`src/rtl/dcache_wb_buffer.sv`:
```
// dcache_wb_buffer: in-order write-back queue for dirty-line evictions and uncached stores.
// It drains entries over an address/data cache-bus handshake and provides a RAW hazard lookup.
//
// state  | meaning
// S_IDLE | waiting for a queued entry and a free bus
// S_ADR  | presenting head address/size/len, waiting for bus_ready_i
// S_DAT  | streaming beats of the head entry, waiting for bus_data_ok_i per beat
module dcache_wb_buffer #(
    parameter int DEPTH = 2
) (
    input  logic             clk,
    input  logic             rst,
    input  logic             push_valid_i,
    output logic             push_ready_o,
    input  logic             push_line_i,
    input  logic [29:0]      push_addr_i,
    input  logic [3:0][31:0] push_data_i,
    input  logic [3:0]       push_strb_i,
    input  logic [1:0]       push_size_i,
    input  logic [27:0]      chk_addr_i,
    output logic             chk_hit_o,
    output logic             empty_o,
    input  logic             bus_busy_i,
    output logic             bus_busy_o,
    output logic             bus_valid_o,
    output logic [31:0]      bus_addr_o,
    output logic [1:0]       bus_size_o,
    output logic [1:0]       bus_len_o,
    input  logic             bus_ready_i,
    output logic [31:0]      bus_wdata_o,
    output logic [3:0]       bus_wstrb_o,
    output logic             bus_wlast_o,
    input  logic             bus_data_ok_i
);

    localparam int PW = $clog2(DEPTH);
    localparam int CW = $clog2(DEPTH + 1);
    localparam logic [CW-1:0] DEPTH_C = CW'(DEPTH);

    typedef enum logic [1:0] {
        S_IDLE = 2'd0,
        S_ADR  = 2'd1,
        S_DAT  = 2'd2
    } state_t;

    state_t r_state;
    state_t w_state_nxt;

    logic [29:0]      r_addr [DEPTH];
    logic [3:0][31:0] r_data [DEPTH];
    logic [3:0]       r_strb [DEPTH];
    logic [1:0]       r_size [DEPTH];
    logic [DEPTH-1:0] r_line;
    logic [DEPTH-1:0] r_vld;
    logic [PW-1:0]    r_wr_ptr;
    logic [PW-1:0]    r_rd_ptr;
    logic [CW-1:0]    r_count;
    logic [1:0]       r_beat;

    logic             w_push;
    logic             w_pop;
    logic             w_last_beat;
    logic [1:0]       w_len;
    logic             w_hit;

    assign push_ready_o = (r_count < DEPTH_C);
    assign w_push       = push_valid_i && push_ready_o;
    assign w_len        = r_line[r_rd_ptr] ? 2'd3 : 2'd0;
    assign w_last_beat  = (r_beat == w_len);
    // The head is released only after its final beat, so the hazard check covers it until then.
    assign w_pop        = (r_state == S_DAT) && bus_data_ok_i && w_last_beat;

    // Payload fields carry no reset; r_vld alone says whether a slot is live.
    always_ff @(posedge clk) begin
        if (w_push) begin
            r_addr[r_wr_ptr] <= push_line_i ? {push_addr_i[29:2], 2'b00} : push_addr_i;
            r_data[r_wr_ptr] <= push_data_i;
            r_strb[r_wr_ptr] <= push_line_i ? 4'hF : push_strb_i;
            r_size[r_wr_ptr] <= push_line_i ? 2'b10 : push_size_i;
            r_line[r_wr_ptr] <= push_line_i;
        end
    end

    always_ff @(posedge clk) begin
        if (rst) begin
            r_wr_ptr <= '0;
            r_rd_ptr <= '0;
            r_count  <= '0;
            r_vld    <= '0;
        end else begin
            if (w_push) begin
                r_wr_ptr <= r_wr_ptr + PW'(1);
            end
            if (w_pop) begin
                r_rd_ptr <= r_rd_ptr + PW'(1);
            end
            if (w_push && !w_pop) begin
                r_count <= r_count + CW'(1);
            end else if (!w_push && w_pop) begin
                r_count <= r_count - CW'(1);
            end
            if (w_pop) begin
                r_vld[r_rd_ptr] <= 1'b0;
            end
            if (w_push) begin
                r_vld[r_wr_ptr] <= 1'b1;
            end
        end
    end

    always_ff @(posedge clk) begin
        if (rst) begin
            r_state <= S_IDLE;
        end else begin
            r_state <= w_state_nxt;
        end
    end

    always_comb begin
        w_state_nxt = r_state;
        case (r_state)
            S_IDLE: begin
                if ((r_count != '0) && !bus_busy_i) begin
                    w_state_nxt = S_ADR;
                end
            end
            S_ADR: begin
                if (bus_ready_i) begin
                    w_state_nxt = S_DAT;
                end
            end
            S_DAT: begin
                if (bus_data_ok_i && w_last_beat) begin
                    w_state_nxt = S_IDLE;
                end
            end
            default: w_state_nxt = S_IDLE;
        endcase
    end

    always_ff @(posedge clk) begin
        if (rst) begin
            r_beat <= '0;
        end else if ((r_state == S_ADR) && bus_ready_i) begin
            r_beat <= '0;
        end else if ((r_state == S_DAT) && bus_data_ok_i) begin
            r_beat <= w_last_beat ? 2'd0 : r_beat + 2'd1;
        end
    end

    always_comb begin
        bus_valid_o = 1'b0;
        bus_busy_o  = 1'b0;
        bus_addr_o  = '0;
        bus_size_o  = '0;
        bus_len_o   = '0;
        bus_wdata_o = '0;
        bus_wstrb_o = '0;
        bus_wlast_o = 1'b0;
        case (r_state)
            S_ADR: begin
                bus_valid_o = 1'b1;
                bus_busy_o  = 1'b1;
                bus_addr_o  = {r_addr[r_rd_ptr], 2'b00};
                bus_size_o  = r_size[r_rd_ptr];
                bus_len_o   = w_len;
            end
            S_DAT: begin
                bus_busy_o  = 1'b1;
                bus_wdata_o = r_data[r_rd_ptr][r_beat];
                bus_wstrb_o = r_strb[r_rd_ptr];
                bus_wlast_o = w_last_beat;
            end
            default: begin
            end
        endcase
    end

    always_comb begin
        w_hit = 1'b0;
        for (int i = 0; i < DEPTH; i++) begin
            if (r_vld[i] && (r_addr[i][29:2] == chk_addr_i)) begin
                w_hit = 1'b1;
            end
        end
    end

    assign chk_hit_o = w_hit;
    assign empty_o   = (r_count == '0) && (r_state == S_IDLE);

endmodule
```
`config.mk`:
```
export PLATFORM = sky130hd
export DESIGN_NAME = dcache_wb_buffer
export DESIGN_NICKNAME = d
export VERILOG_FILES = /design/src/rtl/dcache_wb_buffer.sv
export SDC_FILE = /design/constraint.sdc
export NUM_CORES = 1
export LEC_CHECK = 0
export CAP_MARGIN = 20
export CORE_ASPECT_RATIO = 1.4
export CORE_MARGIN = 2
export CORE_UTILIZATION = 37
export DETAILED_ROUTE_END_ITERATION = 10
export PLACE_DENSITY_LB_ADDON = 0.2
export SYNTH_ARGS = -nofsm -noshare
export SYNTH_HDL_FRONTEND = slang
export SYNTH_SLANG_ARGS = --single-unit
```
`constraint.sdc`:
```
create_clock -name clk -period 11.4 [get_ports clk]
set_input_delay 1.71 -clock clk [delete_from_list [all_inputs] [get_ports clk]]
set_output_delay 1.71 -clock clk [all_outputs]
set_load 0.1 [all_outputs]
```
After elaboration in Yosys (flattened, before gate mapping)
Memory sizes are Yosys's and may differ from the RTL's. A register that Yosys moved wholly into a read port is not among the register bits.
Cells that the tools add are included.
{ "word_totals": {"reg_bits": 12, "ramBits": 328, "input_bits": 199, "output_inout_bits": 78, "elab_cells": 99, "mem_count": 4} }
{ "memory_table": {"columns": ["name", "depth", "word_bits", "read_ports", "rd_clocked_by_memory_dff", "wr", "line_no", "text"], "rows": [
  ["r_data", 2, 128, 1, 1, 1, "50", "logic [3:0][31:0] r_data [DEPTH];"],
  ["r_addr", 2, 30, 3, 1, 1, "49", "logic [29:0] r_addr [DEPTH];"],
  ["r_strb", 2, 4, 1, 1, 1, "51", "logic [3:0] r_strb [DEPTH];"],
  ["r_size", 2, 2, 1, 1, 1, "52", "logic [1:0] r_size [DEPTH];"]
]} }
{ "op_classes": {"n_addsub": 5, "order_cmp": 6, "n_eq_ne": 8, "muxes": 43, "bitwise": 3, "n_reduce_logical": 23} }
{ "op_table": {"columns": ["operator", "count"], "rows": [
  ["$mux 32", 3],
  ["$bmux 32 s2", 1],
  ["$eq 28x28->1", 2],
  ["$mux 2", 14],
  ["$mux 1", 19],
  ["$logic_and 1x1->1", 13],
  ["$mux 4", 2],
  ["$pmux 2 s3", 1],
  ["$add 2x1->2 const B", 2],
  ["$logic_not 2->1", 2],
  ["$lt 1x2->1 const B", 2],
  ["$ne 2x2->1 const B", 2],
  ["$reduce_bool 2->1", 2],
  ["$reduce_or 2->1", 2],
  ["$logic_not 1->1", 3],
  ["$lt 2x3->1 const B", 1],
  ["$reduce_and 3->1", 1],
  ["$add 1x1->1 const B", 2],
  ["$and 2x2->2", 1],
  ["$bwmux 2", 1],
  ["$demux 1 s1", 2],
  ["$eq 2x1->1 const B", 1],
  ["$eq 2x2->1", 1],
  ["$eq 2x2->1 const B", 1],
  ["other kinds (6)", 7]
]} }

Logic depth before layout (Yosys ltp)
{ "depth": {"word_depth": 10, "mapped_depth": 9, "ltp_nobuf": 9} }

Worst setup path before layout
No wires, ideal clock.
{ "synth_timing": {"path_type": "input to register", "from": "in push_valid_i", "to": "mem r_addr[0][0], enable pin", "setup_ns": 0.716, "arrival_time_ns": 9.310, "required_time_ns": 10.684, "setup_slack_ns": 1.375, "path_stages": 2, "path_buffers": 0, "path_cell_list": "nor2b_1 nor2b_1"} }
{ "synth_between": {"elab_chain_cells": 3} }
{ "synth_lines": {"columns": ["element", "line_no", "text"], "rows": [
  ["start, declared", "13", "input logic push_valid_i,"],
  ["$logic_and 1x1->1", "67", "assign w_push = push_valid_i && push_ready_o;"],
  ["$mux 1", "75", "if (w_push) begin"],
  ["$mux 1", "76", "r_addr[r_wr_ptr] <= push_line_i ? {push_addr_i[29:2], 2'b00} : push_addr_i;"],
  ["end, declared", "49", null]
]} }
No other way between the ends.

Worst setup path after layout
{ "layout_timing": {"from": "in chk_addr_i[19]", "to": "out chk_hit_o"} }
{ "layout_between": {"elab_chain_cells": 4, "elab_cells_between_ends": 6, "cone_classes": "2 x eq/ne; 2 x mux; 2 x reduce/logical"} }
{ "layout_lines": {"columns": ["element", "line_no", "text"], "rows": [
  ["start, declared", "20", "input logic [27:0] chk_addr_i,"],
  ["$eq 28x28->1", "182", "if (r_vld[i] && (r_addr[i][29:2] == chk_addr_i)) begin"],
  ["$logic_and 1x1->1", "182", null],
  ["$mux 1", "182", null],
  ["$mux 1 (*)", "182", null],
  ["end, declared", "21", "output logic chk_hit_o,"]
]} }
Mark *: on every way between the ends. The rest lies on a longest branch, timed or not.

==> reports/metrics.cfg <==
[timing]
slew-limit-headroom = 0.2976
fin_crit_sh = 0.5528
slew_violations = 0
min_period_ns = 6.302
setup_viol = 0
clock.fmax_ghz = 0.1587
report.final.hold_viol_count = 0
rsz0062_at_grt = no
worst_pin_slew_ns = 1.050
fin_ws_ns = 5.098
fin_tns_setup_ns = 0
finClkSkew_ns = 0.01245

[route]
first_iter_violations = 337
route.detailed.drc = 0
first_pass_iters = 4
viasPerCell = 4.891
wl_um = 30650
ant_nets = 0
wl_per_cell_um = 19.80
via_count = 7572

[clock_tree]
cts_buffers = 35
clock_latency_ns = 0.51
post_cts_buffers = 0
htreeDepth = 2
clkTransAtPathRegs_ns = 0.06
cts_resized = 0
cts_tree = done
clock_sinks = 341
cts_hold_buf = 0
clockRootBuffer = clkbuf_16
clockBufferDepth = 3

[place]
gp_congestion = 0.7405
io_buffers = 274
placed_cells = 1483
pre_cts_slack_ns = 5.010
place_hpwl_um = 19500

[logic_synthesis]
synth_commonest_cells = edfxtp_1, nand2_1, mux4_2, nor2b_1, mux2i_1
synth.area.mux_share = 0.1334
synth_top_family_by_area = multiplexers
synth_top_area_cell = edfxtp_1
synth_compound_area_frac = 0.02401
netlist_instances = 763
netlist_area_mm2 = 0.01391
ys_warn_count = 0
synth_seq_cells = 341
synth-main-ff-cell = edfxtp_1
synth_area_leaders = edfxtp_1, mux4_2, mux2i_1, xor2_1, nor2b_1
post-synth-top-count-cell = edfxtp_1
synth-simple-area-share = 0.05737
avgSynthCellArea_um2 = 18.24
yosys.area.top_type_share = 0.7122
synth_edf_count = 330
yosysUniqueCellTypes = 37
async_flop_share = 0
synthXorXnorAreaFrac = 0.03777
ys_seq_area_frac = 0.7280
synthAdderAreaFrac = 0.004496

[min_path]
hold_class = reg -> reg
whs_path_depth = 2
hp-start = r_vld[0]
whs_endpoint = r_vld[0]

[critical_path]
cp_data_arrival_time_ns = 4.59
rr_worst_depth = 4
path_cells = clkdlybuf4s50_1 -> xnor2_1 -> nand4_1 -> or4_1 -> o22ai_1 -> clkdlybuf4s50_1
setup.worst_path.end_class = output pin
crit_type = in -> out
worst-path-buf-inv = 2
crit_family = buffers and inverters
critPathLaunchType = input pin
reg2reg_to = r_data[1][76]
path_common_cell = clkdlybuf4s50_1
cp_max_fo = 2
slowest_delay_ns = 1.17
r2r_start = r_count[1]
slowest_stage = clkdlybuf4s50_1
critPathRequiredTime_ns = 9.69
r2r_slack_ns = 8.55

[power_and_ir_drop]
p_per_area_mw_per_mm2 = 194.0
total_leakage_power_nw = 5.792
ir_drop_v = 0.0001161

[job]
cap_violations = 0

[layout]
final_cell_count_no_fill = 1548
syn2layout_area_growth_pct = 31.10
drive_gt1_frac = 0.1242
nets = 1251
fillerInstances = 3203

[floorplan]
io_pins = 277
initial_core_util = 0.3729
die_x_um = 167.9
row_count = 84
design.die.area_mm2 = 0.03920
core-area_mm2 = 0.03731
die_y_um = 233.5

[global_routing]
grt_overflow = 0
antenna_found_initial = 2
grt_max_degree = 100
grt_pass1_vias = 8078
grtUsageTotal = 0.1543
grt_pass1_wl_um = 45820

[run_status]
status = completed

[worst register-to-register path: cells and delay by family, from the launching register on]
kind,cells,cell delay [ns]
buffers and inverters,2,1.52
and+or+nand+nor,2,0.49
DFF,1,0.35
[where the power goes]
group	switching (mW)	leakage [nW]	internal (mW)
Combinational	0.594	2.12	0.277
Sequential	0.0476	3.17	1.56
Clock	0.458	0.505	0.602
Total	1.10	5.79	2.44
[how the worst max path moves through the flow]
stage                     slack, ns           start  cells past startpoint           end
after floorplan                1.37    push_valid_i                      2  r_addr[0][0]
after global placement         5.03  chk_addr_i[19]                      6     chk_hit_o
after detailed placement       5.01  chk_addr_i[19]                      6     chk_hit_o
after CTS                      5.00  chk_addr_i[19]                      6     chk_hit_o
after global routing           4.98  chk_addr_i[19]                      6     chk_hit_o
final                          5.10  chk_addr_i[19]                      6     chk_hit_o
[routing by layer]
metal  vias to the layer above  part of all wire  global-route usage
met3                        43             0.063             0.03863
li1                       3538                 -                   -
met4                         0             0.027             0.05761
met1                      3778              0.38              0.1735
met5                         -                 0                   0
met2                       213              0.53              0.2822
[placed cells by master, fill, tap and decap left out, drive strengths merged, types with 5 or more instances in the layout]
cell type      Yosys  routed
nand2             71      71
inv                6       7
dfxtp             11      11
edfxtp           330     330
xor2              32      32
or2                6       6
nor2b             44      44
nor4               6       6
buf               20      10
clkinv             1      14
mux4              64      64
mux2i             40      40
a21boi            32      32
ha                 5       5
nor2              10      10
nand4             10      10
clkbuf            18      42
xnor2             28      28
clkdlybuf4s50      0     274
[final cells by class]
class	instances	area, um^2	area share
sequential	341	10140	0.5558
multi-input combinational	378	3595	0.1971
timing repair buffer	284	2818	0.1545
clock buffer	42	923.4	0.05062
tap	473	591.8	0.03244
clock inverter	19	135.1	0.007407
inverter	7	31.28	0.001715
antenna	4	10.01	0.0005487
[stage by stage]
step	hold WS (ns)	util	cell area, um^2	total power, mW
floorplan	0.4765	-	13920	2.284
detailed placement	0.5417	0.4603	17170	2.522
finish	0.5446	0.4889	18240	3.540
global placement	0.5053	0.4603	17170	2.513
global route	0.5595	0.4888	18240	3.682
CTS	0.5520	0.4887	18230	3.594
[flip-flops by register name, summed over array words and instances (netlist names), named ones only]
register,cells
r_state,2
r_line,2
r_count,2
r_data,256
r_strb,8
r_size,4
r_addr,60
r_beat,2
r_vld,2
r_wr_ptr,1
r_rd_ptr,1
[cell families after synthesis]
| logic type | count (synthesis) |
|---|---|
| other cells | 1 |
| fa+ha+maj | 5 |
| buf+inv | 45 |
| flops | 341 |
| compound gates | 46 |
| mux | 105 |
| xor+xnor | 60 |
| simple gates | 160 |
Power figures use the tool's default switching activity.
